`config.mk`:
```
export PLATFORM = sky130hd
export DESIGN_NAME = paging_mmu
export DESIGN_NICKNAME = d
export VERILOG_FILES = /design/src/rtl/paging_mmu.sv
export SDC_FILE = /design/constraint.sdc
export NUM_CORES = 1
export LEC_CHECK = 0
export ABC_AREA = 0
export CAP_MARGIN = 15
export CORE_MARGIN = 2
export CORE_UTILIZATION = 43
export CTS_CLUSTER_DIAMETER = 60
export CTS_CLUSTER_SIZE = 14
export DETAILED_ROUTE_END_ITERATION = 10
export PLACE_DENSITY_LB_ADDON = 0.15
export SKIP_CTS_REPAIR_TIMING = 1
export SYNTH_ARGS = -nofsm -noshare
export SYNTH_HDL_FRONTEND = slang
export SYNTH_SLANG_ARGS = --single-unit
```
`constraint.sdc`:
```
create_clock -name Clk -period 3.55 [get_ports Clk]
set_input_delay 0.5325 -clock Clk [delete_from_list [all_inputs] [get_ports Clk]]
set_output_delay 0.5325 -clock Clk [all_outputs]
set_load 0.03 [all_outputs]
```
`src/rtl/paging_mmu.sv`:
```
// Paging unit: translates virtual addresses through an on-chip page table,
// with a valid/ready request/response handshake, permission checks, a sticky
// fault register, a clocked table write port and a post-reset init sequencer.
module paging_mmu #(
  parameter int unsigned VA_W      = 16,
  parameter int unsigned PAGE_BITS = 6,
  parameter int unsigned FRAME_W   = 10,
  parameter int unsigned PTE_W     = 16,
  parameter logic [PTE_W-FRAME_W-1:0] INIT_FLAGS = 6'b000110
) (
  input  logic                                 Clk,
  input  logic                                 Rst_n,
  input  logic                                 WE,
  input  logic [PAGE_BITS-1:0]                 WPTI,
  input  logic [PTE_W-1:0]                     WPTE,
  input  logic [PAGE_BITS-1:0]                 RPTI,
  output logic [PTE_W-1:0]                     RPTE,
  input  logic                                 ReqValid,
  output logic                                 ReqReady,
  input  logic                                 ReqWrite,
  input  logic [VA_W-1:0]                      VAddr,
  output logic                                 RspValid,
  input  logic                                 RspReady,
  output logic [FRAME_W+VA_W-PAGE_BITS-1:0]    LAddr,
  output logic                                 Fault,
  output logic [1:0]                           FaultCode,
  output logic                                 FaultPend,
  output logic [VA_W-1:0]                      FaultVAddr,
  input  logic                                 FaultClr,
  output logic                                 Busy
);

  localparam int unsigned NPAGES = 2 ** PAGE_BITS;
  localparam int unsigned OFF_W  = VA_W - PAGE_BITS;
  localparam int unsigned LA_W   = FRAME_W + OFF_W;

  typedef enum logic {ST_INIT, ST_RUN} state_e;

  state_e                 state_q, state_d;
  logic [PAGE_BITS-1:0]   init_cnt_q, init_cnt_d;
  logic                   rsp_valid_q, rsp_valid_d;
  logic [LA_W-1:0]        laddr_q, laddr_d;
  logic                   fault_q, fault_d;
  logic [1:0]             fault_code_q, fault_code_d;
  logic                   fault_pend_q, fault_pend_d;
  logic [VA_W-1:0]        fault_vaddr_q, fault_vaddr_d;

  logic [PTE_W-1:0]       pt_q [NPAGES];

  logic                   req_ready;
  logic                   accept;
  logic [PAGE_BITS-1:0]   req_idx;
  logic [FRAME_W-1:0]     req_frame;
  logic                   req_present;
  logic                   req_writable;
  logic [1:0]             req_code;
  logic                   tbl_we;
  logic [PAGE_BITS-1:0]   tbl_wa;
  logic [PTE_W-1:0]       tbl_wd;

  // Handshake, lookup, permission check and table write-port selection
  always_comb begin
    req_ready    = (state_q == ST_RUN) & ~WE & (~rsp_valid_q | RspReady);
    accept       = ReqValid & req_ready;
    req_idx      = VAddr[VA_W-1:OFF_W];
    req_frame    = pt_q[req_idx][FRAME_W-1:0];
    req_present  = pt_q[req_idx][FRAME_W+2];
    req_writable = pt_q[req_idx][FRAME_W+1];
    req_code     = 2'b00;
    if (!req_present)                 req_code = 2'b01;
    else if (ReqWrite && !req_writable) req_code = 2'b10;

    // Init writes are held off while reset is asserted so reset never alters the table
    if (state_q == ST_INIT) begin
      tbl_we = Rst_n;
      tbl_wa = init_cnt_q;
      tbl_wd = {INIT_FLAGS, FRAME_W'(init_cnt_q)};
    end else begin
      tbl_we = WE;
      tbl_wa = WPTI;
      tbl_wd = WPTE;
    end
  end

  // Next state for init sequencer, response register and sticky fault register
  always_comb begin
    state_d       = state_q;
    init_cnt_d    = init_cnt_q;
    rsp_valid_d   = rsp_valid_q;
    laddr_d       = laddr_q;
    fault_d       = fault_q;
    fault_code_d  = fault_code_q;
    fault_pend_d  = fault_pend_q;
    fault_vaddr_d = fault_vaddr_q;

    if (state_q == ST_INIT) begin
      init_cnt_d = init_cnt_q + 1'b1;
      if (&init_cnt_q) state_d = ST_RUN;
    end

    if (accept) begin
      rsp_valid_d  = 1'b1;
      laddr_d      = {req_frame, VAddr[OFF_W-1:0]};
      fault_d      = |req_code;
      fault_code_d = req_code;
    end else if (rsp_valid_q && RspReady) begin
      rsp_valid_d = 1'b0;
    end

    // A new fault outranks FaultClr; with clear present the new address re-latches
    if (accept && (|req_code)) begin
      fault_pend_d = 1'b1;
      if (!fault_pend_q || FaultClr) fault_vaddr_d = VAddr;
    end else if (FaultClr) begin
      fault_pend_d  = 1'b0;
      fault_vaddr_d = '0;
    end
  end

  // Control and response state
  always_ff @(posedge Clk or negedge Rst_n) begin
    if (!Rst_n) begin
      state_q       <= ST_INIT;
      init_cnt_q    <= '0;
      rsp_valid_q   <= 1'b0;
      laddr_q       <= '0;
      fault_q       <= 1'b0;
      fault_code_q  <= 2'b00;
      fault_pend_q  <= 1'b0;
      fault_vaddr_q <= '0;
    end else begin
      state_q       <= state_d;
      init_cnt_q    <= init_cnt_d;
      rsp_valid_q   <= rsp_valid_d;
      laddr_q       <= laddr_d;
      fault_q       <= fault_d;
      fault_code_q  <= fault_code_d;
      fault_pend_q  <= fault_pend_d;
      fault_vaddr_q <= fault_vaddr_d;
    end
  end

  // Page table storage; contents survive reset
  always_ff @(posedge Clk) begin
    if (tbl_we) pt_q[tbl_wa] <= tbl_wd;
  end

  assign RPTE       = pt_q[RPTI];
  assign ReqReady   = req_ready;
  assign RspValid   = rsp_valid_q;
  assign LAddr      = laddr_q;
  assign Fault      = fault_q;
  assign FaultCode  = fault_code_q;
  assign FaultPend  = fault_pend_q;
  assign FaultVAddr = fault_vaddr_q;
  assign Busy       = (state_q == ST_INIT);

endmodule
```
==> impl_results.md <==
* Fin. Hold Viols at 0
* Worst Setup End Kind: output port
* CTS tree: yes
* Chip height at 335 um
* Maximum clock rate at 0.282 GHz
* Initial core utilization at 43.3%
* Post-synth ARST share at 4.48%
* Critical Path AT at 3010 ps
* Buffers & Inverters on Critical Path at 5
* FP Rows at 121
* Vias at 24500
* FF-to-FF path depth at 7
* Sequential area share after synthesis at 67.8%
* Core Area at 109000 sq um
* Yosys reg bits at 1072
* Post-synthesis cell count at 2066
* Setup CP Type: in2out
* Antenna Violating Nets Remaining at 0
* PortBufs at 109
* Clock buffer depth at 3
* Yosys cell types at 43
* WP depth at 8
* Post-Place Cells at 3653
* Die ar. at 112000 sq um
* Outcome: finished, final reports clean
* Num ports at 110
* Top FF cell, synth: edfxtp_1
* Hold Crit Start: VAddr[5]
* Worst Clk Skew at 25.0 ps
* Setup slack after layout at 7.25 ps
* Area of the multi-input gates at 14700 sq um
* Maxcap violations at 0
* Congestion Overflow GR at 0
* First-pass GRT wire length at 190000 um
* Layout Cells excl Fill at 3834
* Vias per cell at 6.38
* Reg2Reg Setup Slack at 620 ps
* Sink of the worst hold path: LAddr[5]
* Clk root buf: clkbuf_16
* CP required at 3020 ps
* NumNets Final at 2414
* Detailed placement HPWL at 87400 um
* Cell mode on critical path: mux4_2
* Seq. cell area at 32000 sq um
* Clock H-tree levels at 3
* Hold Path Depth at 3
* Fin Hold WS at 427 ps
* Chip width at 335 um
* Final setup violating endpoints at 0
* Clock sinks at 1072
* Power consumption at 0.0253 W
* DRT Pass-1 Iters at 5
* CP startpoint kind: input port
* DRC Markers at 0
* Slowest CP cell: mux4_2
* Wire per inst at 35.4 um
* Critical path fanouts, max at 10
* Final period utilization at 99.8%
* GR Util met1 at 33.7%
* Setup TNS at 0 ps
* CP Cell Sequence: buf_12 -> buf_16 -> buf_12 -> buf_4 -> mux4_2 -> mux4_2 -> mux4_2 -> buf_4
* Commonest cells after routing, fill and taps aside: edfxtp_1, mux4_2, buf_4, clkbuf_16, buf_12
* Worst vdd ir at 395 uV
* Syn Nets at 2118
* Met2 usage at 39.8%
* Layout fillers at 8411
* Avg Cell Area, Syn at 22.8 sq um
* Hold Crit Class: in2reg
* Slew @ Worst Pin at 1170 ps
* Fin crit period at 3540 ps
* Reg clk slew, reported paths at 60 ps
* Setup slack at placement at -54.6 ps
* R2R Path End: FaultVAddr[9]
* P per Cell Area at 456 nW/um^2
* Number of synthesized flops with an enable pin at 1024
* Synth warn at 0
* Gr busiest metal: met2
* Vias in the first global route at 25200
* Slew Limit Fails at 0
* Insertion delay to the later sink of the worst-skew pair at 680 ps
* Initial antenna violation count at 3
* DRT iter0 DRCs at 2831
* DRT Wirelength at 136000 um
* Reg-to-Reg Start: pt_q[14][12]
* Met3 Use GR at 4.18%
* Layout area overhead at 17.5%
* Fraction of layout instances using a drive strength above 1 at 44.1%
* GRT Total Usage at 24.4%
* Largest net degree at the start of global routing at 65
* GPL Wtd Cong at 0.834
* Max_slew headroom at 22.1%
* Slowest stage delay, CP at 590 ps
* Mapped cell area at 47200 sq um
* Lkg Pwr at 15.8 nW
* CTS Buf Count at 99
* Leading cell type in the layout, fill and taps excluded: edfxtp_1
* Crit path from: RPTI[0]
* CP top delay family: multiplexers
-- synthesized netlist by cell type (all sizes together) (2+ instances only) --
cell type | number | share of area (%)
a211oi | 2 | 0.032
a21o | 2 | 0.032
a31oi | 2 | 0.040
a32o | 16 | 0.34
and2 | 12 | 0.16
buf | 80 | 0.91
clkbuf | 67 | 0.53
dfrtp | 48 | 2.5
edfxtp | 1024 | 65
inv | 5 | 0.040
mux2 | 17 | 0.41
mux2i | 15 | 0.32
mux4 | 576 | 28
nand2 | 73 | 0.58
nand2b | 6 | 0.080
nand3 | 6 | 0.064
nand3b | 3 | 0.048
nor2 | 74 | 0.59
nor2b | 6 | 0.080
o21ai | 11 | 0.12
xnor2 | 4 | 0.074
-- layout make-up --
cell class                 count  share of cell area [%]
clock buffer                 109                    4.63
timing repair buffer         342                    7.08
sequential                  1072                    57.7
inverter                       5                  0.0339
clock inverter                48                   0.856
antenna                        2                 0.00903
tap                         1414                    3.19
multi-input combinational    842                    26.5
-- worst reg2reg max path, delay by kind of cell, from the launching register on --
| kind | cells | cell delay, ps |
|---|---|---|
| AO/OA/AOI/OAI | 4 | 880 |
| flip-flops | 1 | 400 |
| multiplexers | 2 | 950 |
| AND/OR/NAND/NOR | 1 | 630 |
-- where the power goes --
| group | internal [W] | total, W | switching [W] |
|---|---|---|---|
| sequential | 0.0136 | 0.0137 | 0.00000465 |
| combinational | 0.000641 | 0.00133 | 0.000686 |
| clock | 0.00563 | 0.0103 | 0.00467 |
-- registers in the layout, indices dropped and copies added, names as in the netlist --
signal	flops
Fault	1
FaultCode	2
FaultPend	1
FaultVAddr	16
LAddr	20
RspValid	1
init_cnt_q	6
pt_q	1024
state_q	1
-- kinds of logic after synthesis --
family | after synthesis | share of synthesized area, %
flip-flops | 1072 | 67.8
multiplexers | 608 | 28.2
AND/OR/NAND/NOR | 185 | 1.67
buffers and inverters | 152 | 1.49
AO/OA/AOI/OAI | 43 | 0.738
XOR/XNOR | 5 | 0.0929
adder cells (fa/ha/maj) | 1 | 0.0265
-- metal layers --
metal	up-vias	share of wire [%]
met2	1114	50
li1	9682	-
met3	181	7.4
met4	4	2.9
met5	-	0.018
met1	13500	40
-- how the worst max path moves through the flow --
| stage | end | slack (ps) |
|---|---|---|
| after floorplan | RPTE[0] | 2 |
| after global routing | RPTE[9] | -1 |
| final | RPTE[2] | 7 |
| after detailed placement | RPTE[10] | -50 |
| after CTS | RPTE[10] | -70 |
| after global placement | RPTE[10] | -50 |
-- stage by stage --
stage / area (sq um) / utilization, %
2_1_floorplan: 47200 / -
3_3_place_gp: 52000 / 47.8
3_5_place_dp: 52000 / 47.8
4_1_cts: 55100 / 50.6
5_1_grt: 55400 / 50.9
6_report: 55400 / 50.9
Note: power is estimated with default switching activity, not from simulation.
